<file path="src/rtl/module_bin_bcd.sv">
// module_bin_bcd: sequential binary-to-BCD converter (shift-and-add-3).
// A start pulse captures one binary sample. ANCHO_BIN clock edges later the
// four BCD digits are presented and listo is raised.
// Optional feature macro: BCD_SATURA_EN adds the desborde output and saturates
// the digits to 9999 when the captured value exceeds 9999.
//
// state    | meaning
// ---------+---------------------------------------------------------------
// REPOSO   | idle; digits and listo are held, waiting for inicio
// DESPLAZA | conversion running; one adjust+shift step per edge
module module_bin_bcd #(
  parameter int ANCHO_BIN = 14
) (
  input  logic                 clk,
  input  logic                 rst,
  input  logic [ANCHO_BIN-1:0] binario,
  input  logic                 inicio,
  output logic [3:0]           unidades,
  output logic [3:0]           decenas,
  output logic [3:0]           centenas,
  output logic [3:0]           millares,
  output logic                 listo,
  output logic                 ocupado
`ifdef BCD_SATURA_EN
  , output logic               desborde
`endif
);

  localparam int CNT_W = $clog2(ANCHO_BIN);

  typedef enum logic {REPOSO = 1'b0, DESPLAZA = 1'b1} estado_t;

  estado_t              estado, estado_sig;
  logic [ANCHO_BIN-1:0] shreg, sh_nxt;
  logic [15:0]          acc, acc_adj, acc_nxt;
  logic [CNT_W-1:0]     cnt;
  logic                 carga, desplaza, fin;

`ifdef BCD_SATURA_EN
  logic        sat;
  logic [31:0] bin_ext;
  assign bin_ext = {{(32-ANCHO_BIN){1'b0}}, binario};
`endif

  // State register
  always_ff @(posedge clk or posedge rst) begin
    if (rst) estado <= REPOSO;
    else     estado <= estado_sig;
  end

  // Next-state logic
  always_comb begin
    estado_sig = estado;
    case (estado)
      REPOSO:   if (inicio)      estado_sig = DESPLAZA;
      DESPLAZA: if (cnt == '0)   estado_sig = REPOSO;
      default:                   estado_sig = REPOSO;
    endcase
  end

  // Datapath control decoded from the current state
  always_comb begin
    carga    = 1'b0;
    desplaza = 1'b0;
    fin      = 1'b0;
    case (estado)
      REPOSO:   carga = inicio;
      DESPLAZA: begin
        desplaza = 1'b1;
        fin      = (cnt == '0);
      end
      default: ;
    endcase
  end

  // Add 3 to every nibble >= 5, then shift {acc, shreg} left; the bit leaving
  // the thousands nibble is the discarded ten-thousands carry
  always_comb begin
    acc_adj = acc;
    for (int i = 0; i < 4; i++) begin
      if (acc[4*i +: 4] >= 4'd5) acc_adj[4*i +: 4] = acc[4*i +: 4] + 4'd3;
    end
    {acc_nxt, sh_nxt} = {acc_adj, shreg} << 1;
  end

  // Conversion registers and registered outputs
  always_ff @(posedge clk or posedge rst) begin
    if (rst) begin
      shreg    <= '0;
      acc      <= '0;
      cnt      <= '0;
      unidades <= '0;
      decenas  <= '0;
      centenas <= '0;
      millares <= '0;
      listo    <= 1'b0;
      ocupado  <= 1'b0;
`ifdef BCD_SATURA_EN
      sat      <= 1'b0;
      desborde <= 1'b0;
`endif
    end else if (carga) begin
      shreg   <= binario;
      acc     <= '0;
      cnt     <= CNT_W'(ANCHO_BIN - 1);
      listo   <= 1'b0;
      ocupado <= 1'b1;
`ifdef BCD_SATURA_EN
      sat     <= (bin_ext > 32'd9999);
`endif
    end else if (desplaza) begin
      shreg <= sh_nxt;
      acc   <= acc_nxt;
      if (cnt != '0) cnt <= cnt - CNT_W'(1);
      if (fin) begin
        listo   <= 1'b1;
        ocupado <= 1'b0;
`ifdef BCD_SATURA_EN
        desborde <= sat;
        if (sat) begin
          {millares, centenas, decenas, unidades} <= 16'h9999;
        end else begin
          {millares, centenas, decenas, unidades} <= acc_nxt;
        end
`else
        {millares, centenas, decenas, unidades} <= acc_nxt;
`endif
      end
    end
  end

endmodule
</file>
<file path="config.mk">
export PLATFORM = sky130hd
export DESIGN_NAME = module_bin_bcd
export DESIGN_NICKNAME = d
export VERILOG_FILES = /design/src/rtl/module_bin_bcd.sv
export SDC_FILE = /design/constraint.sdc
export NUM_CORES = 1
export LEC_CHECK = 0
export BUFFER_PORTS_ARGS = -buffer_cell sky130_fd_sc_hd__buf_2
export CAP_MARGIN = 20
export CORE_MARGIN = 1.5
export CORE_UTILIZATION = 35
export CTS_BUF_LIST = sky130_fd_sc_hd__clkbuf_4
export CTS_CLUSTER_DIAMETER = 60
export DETAILED_ROUTE_END_ITERATION = 8
export PLACE_DENSITY = 0.55
export SLEW_MARGIN = 20
export SYNTH_ARGS = -nofsm -noshare
export SYNTH_HDL_FRONTEND = slang
export SYNTH_SLANG_ARGS = --single-unit
</file>
<file path="constraint.sdc">
create_clock -name clk -period 2 [get_ports clk]
set_input_delay 0.3 -clock clk [delete_from_list [all_inputs] [get_ports clk]]
set_output_delay 0.3 -clock clk [all_outputs]
set_load 0.1 [all_outputs]
</file>
# == Word-level counts from Yosys, hierarchy flattened ==
# Cells that the tools add are included.
# totals
regBits,53
elab_cells,52
output_inout_bits,18
# op_classes
muxes,23
n_reduce_logical,8
magnitude_cmp,4
n_bitwise,2
n_addsub,5
# op_table
cell,count
16-bit 2-to-1 mux,2
14-bit 2-to-1 mux,2
4-bit 2-to-1 mux,6
4-bit by 3-bit greater-or-equal comparator with 1-bit output (second input constant),4
4-bit by 2-bit adder with 4-bit output (second input constant),3
1-bit 2-to-1 mux,11
2-bit nonzero test,3
4-bit zero test,1
2-bit AND reduction,2
4-bit nonzero test,1
4-bit by 1-bit subtractor with 4-bit output (second input constant),1
3-bit by 2-bit adder with 3-bit output (second input constant),1
3-bit 2-to-1 mux,1
3-bit AND reduction,1
1-bit NOT,2
1-bit case mux with 2 select lines,1

# == Logic depth before layout (Yosys ltp) ==
# Gate-level depths: netlist of the first run.
# depth
word_depth,5
mapped_depth,7
depth_no_buf,6

# == Least setup slack after synthesis of the first run ==
# Ideal clock, no wire load.
# synth_path
kind,flip-flop to flip-flop
start,reg cnt[0]
end,reg centenas[1]
setup_time_ns,0.128
path_stages_with_launch,7
t_arrival_ns,1.420
synth_period_minus_slack_ns,1.548
path_slack_ns,0.452
path_cell_list,dfrtp_1 inv_1 ha_1 nand4bb_1 buf_2 buf_2 mux2_1
# synth_via
elab_chain_cells,3
# synth_rtl
item,line_no,rtl
from (decl),36,logic [CNT_W-1:0] cnt;
from (signal assigned),105,cnt <= CNT_W'(ANCHO_BIN - 1);
from (signal assigned),114,if (cnt != '0) cnt <= cnt - CNT_W'(1);
4-bit zero test,70,fin = (cnt == '0);
1-bit 2-to-1 mux,66,case (estado)
3-bit AND reduction (no source line),-,
to (signal assigned),126,"{millares, centenas, decenas, unidades} <= acc_nxt;"
to (decl),20,"output logic [3:0] centenas,"
# Every way passes these cells.
# A chain may end at the register's enable or synchronous reset.

# == Worst setup path in the final report of the first run ==
# layout_path
start,reg cnt[0]
end,reg cnt[0]
# layout_via
elab_chain_cells,4
# layout_rtl
item,line_no,rtl
4-bit by 1-bit subtractor with 4-bit output,114,
4-bit 2-to-1 mux,114,
4-bit 2-to-1 mux,111,end else if (desplaza) begin
4-bit 2-to-1 mux,102,end else if (carga) begin
# Parallel ways exist; a longest one is shown, timed or not. The select of a mux whose other input is x is not followed.

==> impl_metrics.toml, run 1 <==
[route]
antenna_left = 0
remaining_drc_errors = 0
drt_iter0_drc = 98
wl_per_cell_um = 12.4
post_drt_via_cell_ratio = 4.77
dr.pass1.iters = 6
drt-total-wl_um = 4600
dr_total_vias = 1773

[setup_path]
r2r-end = "cnt[0]"
cp-start-kind = "flip-flop"
critical_path_required_ps = 2300
crit_slowest_cell = "dfrtp_1"
crit_type = "flip-flop to flip-flop"
crit_fanout = 16
end_kind = "flip-flop"
worstReg2RegStart = "cnt[0]"
r2r_slack_ps = 370
crit_buf_inv = 2
max_stage_delay_ps = 420
reg2reg_depth = 7
worstPathCellList = "inv_1 > ha_1 > nand4bb_1 > buf_4 > nor2b_1 > nor2_1 > a31oi_1"
critical_path_arrival_ps = 1930
critPathTopFamily = "simple AND/OR/NAND/NOR gates"

[floorplan]
fp.dieArea_mm2 = 0.00774
coreArea_mm2 = 0.00691
start_util_pct = 36.6
die_h_um = 88
die_w_um = 88
rows = 30
io_pins = 35

[clock_network]
cts_buffers = 5
cts_tree = "done"
clkLatencyLatePin_ps = 360
clkTransAtPathRegs_ps = 150
h-tree-depth = 2
clock_path_buffers = 2
numClockSinks = 53
cts_resized = 0
clockRootBuffer = "clkbuf_4"

[timing]
finalHoldViolCount = 0
fin_crit_ps = 1630
maxSlewViolCount = 0
skew_ps = 15.5
finalCritPeriodShare_pct = 81.4
setup-tns-final_ps = 0
rsz0062_at_grt = "false"
setup_violations = 0
relSlewSlack_pct = 66.2
worst_slew_pin_slew_ps = 507
timing.fmax_mhz = 614

[placement]
hpwl_um = 3070
port_buffers = 34
gp_congestion = 0.737

[synthesis]
synth_edf_count = 0
netlist_area_mm2 = 0.00253
async_flop_share_pct = 100
ys_types = 27
ys_ff_latch = 53
ys_warn_count = 0
synth.avg_cell_area_um2 = 10.6
synth_seq_area_share_pct = 52.4
synthCells = 239
synth_fp_nets = 265
synthFlopType = "dfrtp_1"

[layout]
area_delta_synth_final_pct = 15.1
fillers = 725
drive_above_1_share_pct = 18.8
nets = 301
final_cell_mix = "dfrtp_1 (52), buf_2 (34), nand2_1 (33)"
final_common_cell = "dfrtp_1"
insertedDiodeCount = 0

[grt]
antenna_found_initial = 0
grt_max_degree = 54
gr-total-overflow = 0
grt_pass1_wl_um = 8020
grt_pass1_vias = 1796
track_usage_pct = 13.3

[min_path]
hold_path_startpoint = "binario[0]"
hold_depth = 3
min_to = "shreg[0]"
min_path_type = "input port to flip-flop"

[run]
maxCapViolCount = 0

[status]
status = "completed"
==> cell families (layout without fill, tap and decap cells) <==
logic type,count (synthesis),after routing,synth area share (%)
muxes,30,30,12.3
buffers and inverters,23,60,3.81
xor gates and xnor gates,4,4,1.39
and+or+nand+nor,68,68,13.4
AOI/OAI and AO/OA,52,52,12.2
DFF,53,53,52.4
adders and majority gates,9,9,4.45
==> cell type report <==
cell class	count	area, µm²	share of cell area [%]
sequential	53	1330	45.6
tap	96	120	4.13
clock buffer	6	45.0	1.55
multi-input combinational	163	1110	38.0
clock inverter	2	33.8	1.16
inverter	11	41.3	1.42
timing repair buffer	41	238	8.17
==> worst register-to-register path, cell delays in order, from the launching register on <==
cell and delay (ps):
dfrtp_1 420, inv_1 60, ha_1 250, nand4bb_1 130, buf_4 250, nor2b_1 250, nor2_1 70, a31oi_1 140
==> metrics by stage <==
step                      util [%]  cells  hold slack (ps)  setup WS, ps  cell area (µm²)
after detailed placement      40.9    363              377           390             2820
after global routing          42.2    372              188           208             2910
final                         42.2    372              182           372             2910
after CTS                     42.2    372              157           366             2910
after floorplan                  -    239              455           414             2530
after global placement        40.9    363              377           433             2820
==> layer usage <==
metal	track usage [%]	share of wire (%)	vias to the layer above
met5	0	0	-
met4	4.76	1.2	0
met3	3.30	4.3	5
met2	22.9	47	36
met1	16.3	47	833
li1	-	-	899
==> what timing repair did <==
item | 4_1_cts | 5_1_grt
setup endpoints to repair | 0 | 0
hold buffers | 1 | 0
endpoints found under the hold margin | 53 | 0
buffers inserted | 0 | 0
==> flip-flops by register name, indices dropped and copies added, names as in the netlist <==
register and count:
listo 1, millares 4, estado 1, centenas 4, ocupado 1, decenas 4, shreg 14, unidades 4
acc 16, cnt 4
==> how the worst max path moves through the flow <==
| stage | from | endpoint | cells after the start |
|---|---|---|---|
| 2_1_floorplan | rst | acc[0] | 1 |
| 3_3_place_gp | acc[0] | unidades[2] | 6 |
| 3_5_place_dp | acc[8] | centenas[2] | 6 |
| 4_1_cts | acc[8] | centenas[2] | 6 |
| 5_1_grt | cnt[0] | cnt[0] | 7 |
| 6_report | cnt[0] | cnt[0] | 7 |
==> synthesized netlist by cell type, drive strengths merged, types with 2 or more instances <==
master	n	area (µm²)
nand3	4	20.0
nand2b	8	50.1
a22o	5	43.8
o31ai	2	15.0
nor2	5	18.8
nand2	33	124
a21o	6	45.0
ha	9	113
nor3	5	25.0
mux2i	21	210
xnor2	4	35.0
mux2	9	101
a21oi	11	62.6
dfrtp	53	1330
inv	11	41.3
buf	8	40.0
o21ai	26	130
nor3b	9	67.6
clkbuf	4	15.0
Power of run 1 is not shown: default switching activity piles up to over one toggle a cycle in this logic, so the estimate is an artifact.
==> run 2: changes to the inputs <==
- clock period: 2 -> 1.5 ns (I/O delays scaled with it)
==> impl_metrics.toml, run 2 (same netlist as run 1, synthesis figures left out) <==
[status]
status = "completed"

[layout]
fin_util_pct = 46.5
insertedDiodeCount = 0
final_cell_mix = "dfrtp_1 (52), buf_2 (34), nand2_1 (33)"
finalNonFillerCells = 395
largest-register = "acc"
drive_above_1_share_pct = 32.4
fillers = 690
final_common_cell = "dfrtp_1"
nets = 324
area_delta_synth_final_pct = 27.0
largest_reg_flops = 16
reg_top3 = "acc: 16 flops, shreg: 14 flops"

[clock_network]
clock_path_buffers = 2
numClockSinks = 53
clkTransAtPathRegs_ps = 140
clkLatencyLatePin_ps = 360
cts_tree = "done"
clockRootBuffer = "clkbuf_4"
h-tree-depth = 2
cts_buffers = 5

[setup_path]
critical_path_arrival_ps = 1690
r2r_slack_ps = 70
r2r-end = "unidades[2]"
crit_fanout = 3
end_kind = "flip-flop"
critical_path_required_ps = 1760
worstSetupEndpoint = "unidades[2]"
worstReg2RegStart = "acc[0]"
startpoint = "acc[0]"
crit_type = "flip-flop to flip-flop"
reg2reg_depth = 5
cp-start-kind = "flip-flop"

[grt]
antenna_found_initial = 0
gr-total-overflow = 0
grt_pass1_wl_um = 8580
grt_max_degree = 28
track_usage_pct = 14.2
grt_pass1_vias = 1895

[floorplan]
coreArea_mm2 = 0.00691
die_w_um = 88
fp.dieArea_mm2 = 0.00774
die_h_um = 88
rows = 30
start_util_pct = 36.6
io_pins = 35

[min_path]
min_path_type = "input port to flip-flop"

[timing]
worst_slew_pin_slew_ps = 497
finalCritPeriodShare_pct = 95.2
maxSlewViolCount = 0
fin_crit_ps = 1430
timing.fmax_mhz = 701
holdWs_ps = 106
setup_ws_ps = 72.7
finalHoldViolCount = 0
relSlewSlack_pct = 67.1
setup_violations = 0
skew_ps = 11.9

[route]
antenna_left = 0
post_drt_via_cell_ratio = 4.77
dr_total_vias = 1886
drt_iter0_drc = 76
dr.pass1.iters = 4
wl_per_cell_um = 12.9
remaining_drc_errors = 0
drt-total-wl_um = 5110

[placement]
hpwl_um = 3460
dpl.cell_count = 381
gp_congestion = 0.814
dpl_worst_slack_ps = -24.2
port_buffers = 34

[run]
maxCapViolCount = 0
[run 2: cell types whose count changed in the layout (fill, tap and decap cells not counted), moves of 2 or more]
cell,change
ha_1,-6
ha_4,+3
a21oi_4,+3
inv_1,-4
buf_4,+22
a21oi_1,-2
mux2_4,+2
inv_2,+3
nand2b_4,+4
ha_2,+3
mux2_1,-2
nand2b_1,-4
clkbuf_4,+2
[run 2: metrics by stage]
stage	TNS (ps)	cell area, µm²
after floorplan	0	2540
after global placement	-2.62	2960
after detailed placement	-37.5	2960
after CTS	0	3040
after global routing	-5.90	3210
final	0	3210
[run 2: cell type report]
cell class                 instances  area (µm²)  area share, %
tap                               96         120           3.74
multi-input combinational        163        1240           38.8
inverter                          11        45.0           1.40
clock buffer                       8        60.1           1.87
sequential                        53        1330           41.3
timing repair buffer              64         414           12.9
[run 2: worst min-delay path by stage]
stage,from,slack (ps),end,cells past startpoint
5_1_grt,binario[0],130,shreg[0],3
4_1_cts,binario[0],100,shreg[0],3
3_5_place_dp,rst,270,centenas[3],2
6_report,binario[0],110,shreg[0],3
2_1_floorplan,rst,290,acc[0],1
3_3_place_gp,rst,270,acc[10],2
[run 2: metal layers]
metal / share of wire (%) / vias to the layer above / track usage [%]
met5: 0 / - / 0
met4: 0.69 / 0 / 4.47
met3: 3.7 / 2 / 3.39
met2: 50 / 25 / 24.5
met1: 45 / 912 / 17.4
li1: - / 947 / -
[run 2: worst max-delay path: stages (launching register included)]
cell and delay, ps:
dfrtp_1 430, ha_1 200, nand2b_4 140, a21oi_2 170, mux2i_1 110, mux2_1 280
[run 2: repair_timing]
| action | 4_1_cts | 5_1_grt |
|---|---|---|
| endpoints found under the setup margin | 4 | 17 |
| hold buffers | 1 | 0 |
| pin swaps | 0 | 4 |
| buffers inserted | 0 | 5 |
| resized for setup | 2 | 26 |
| hold endpoints to repair | 16 | 0 |
Power of run 2 is left out for the same reason.
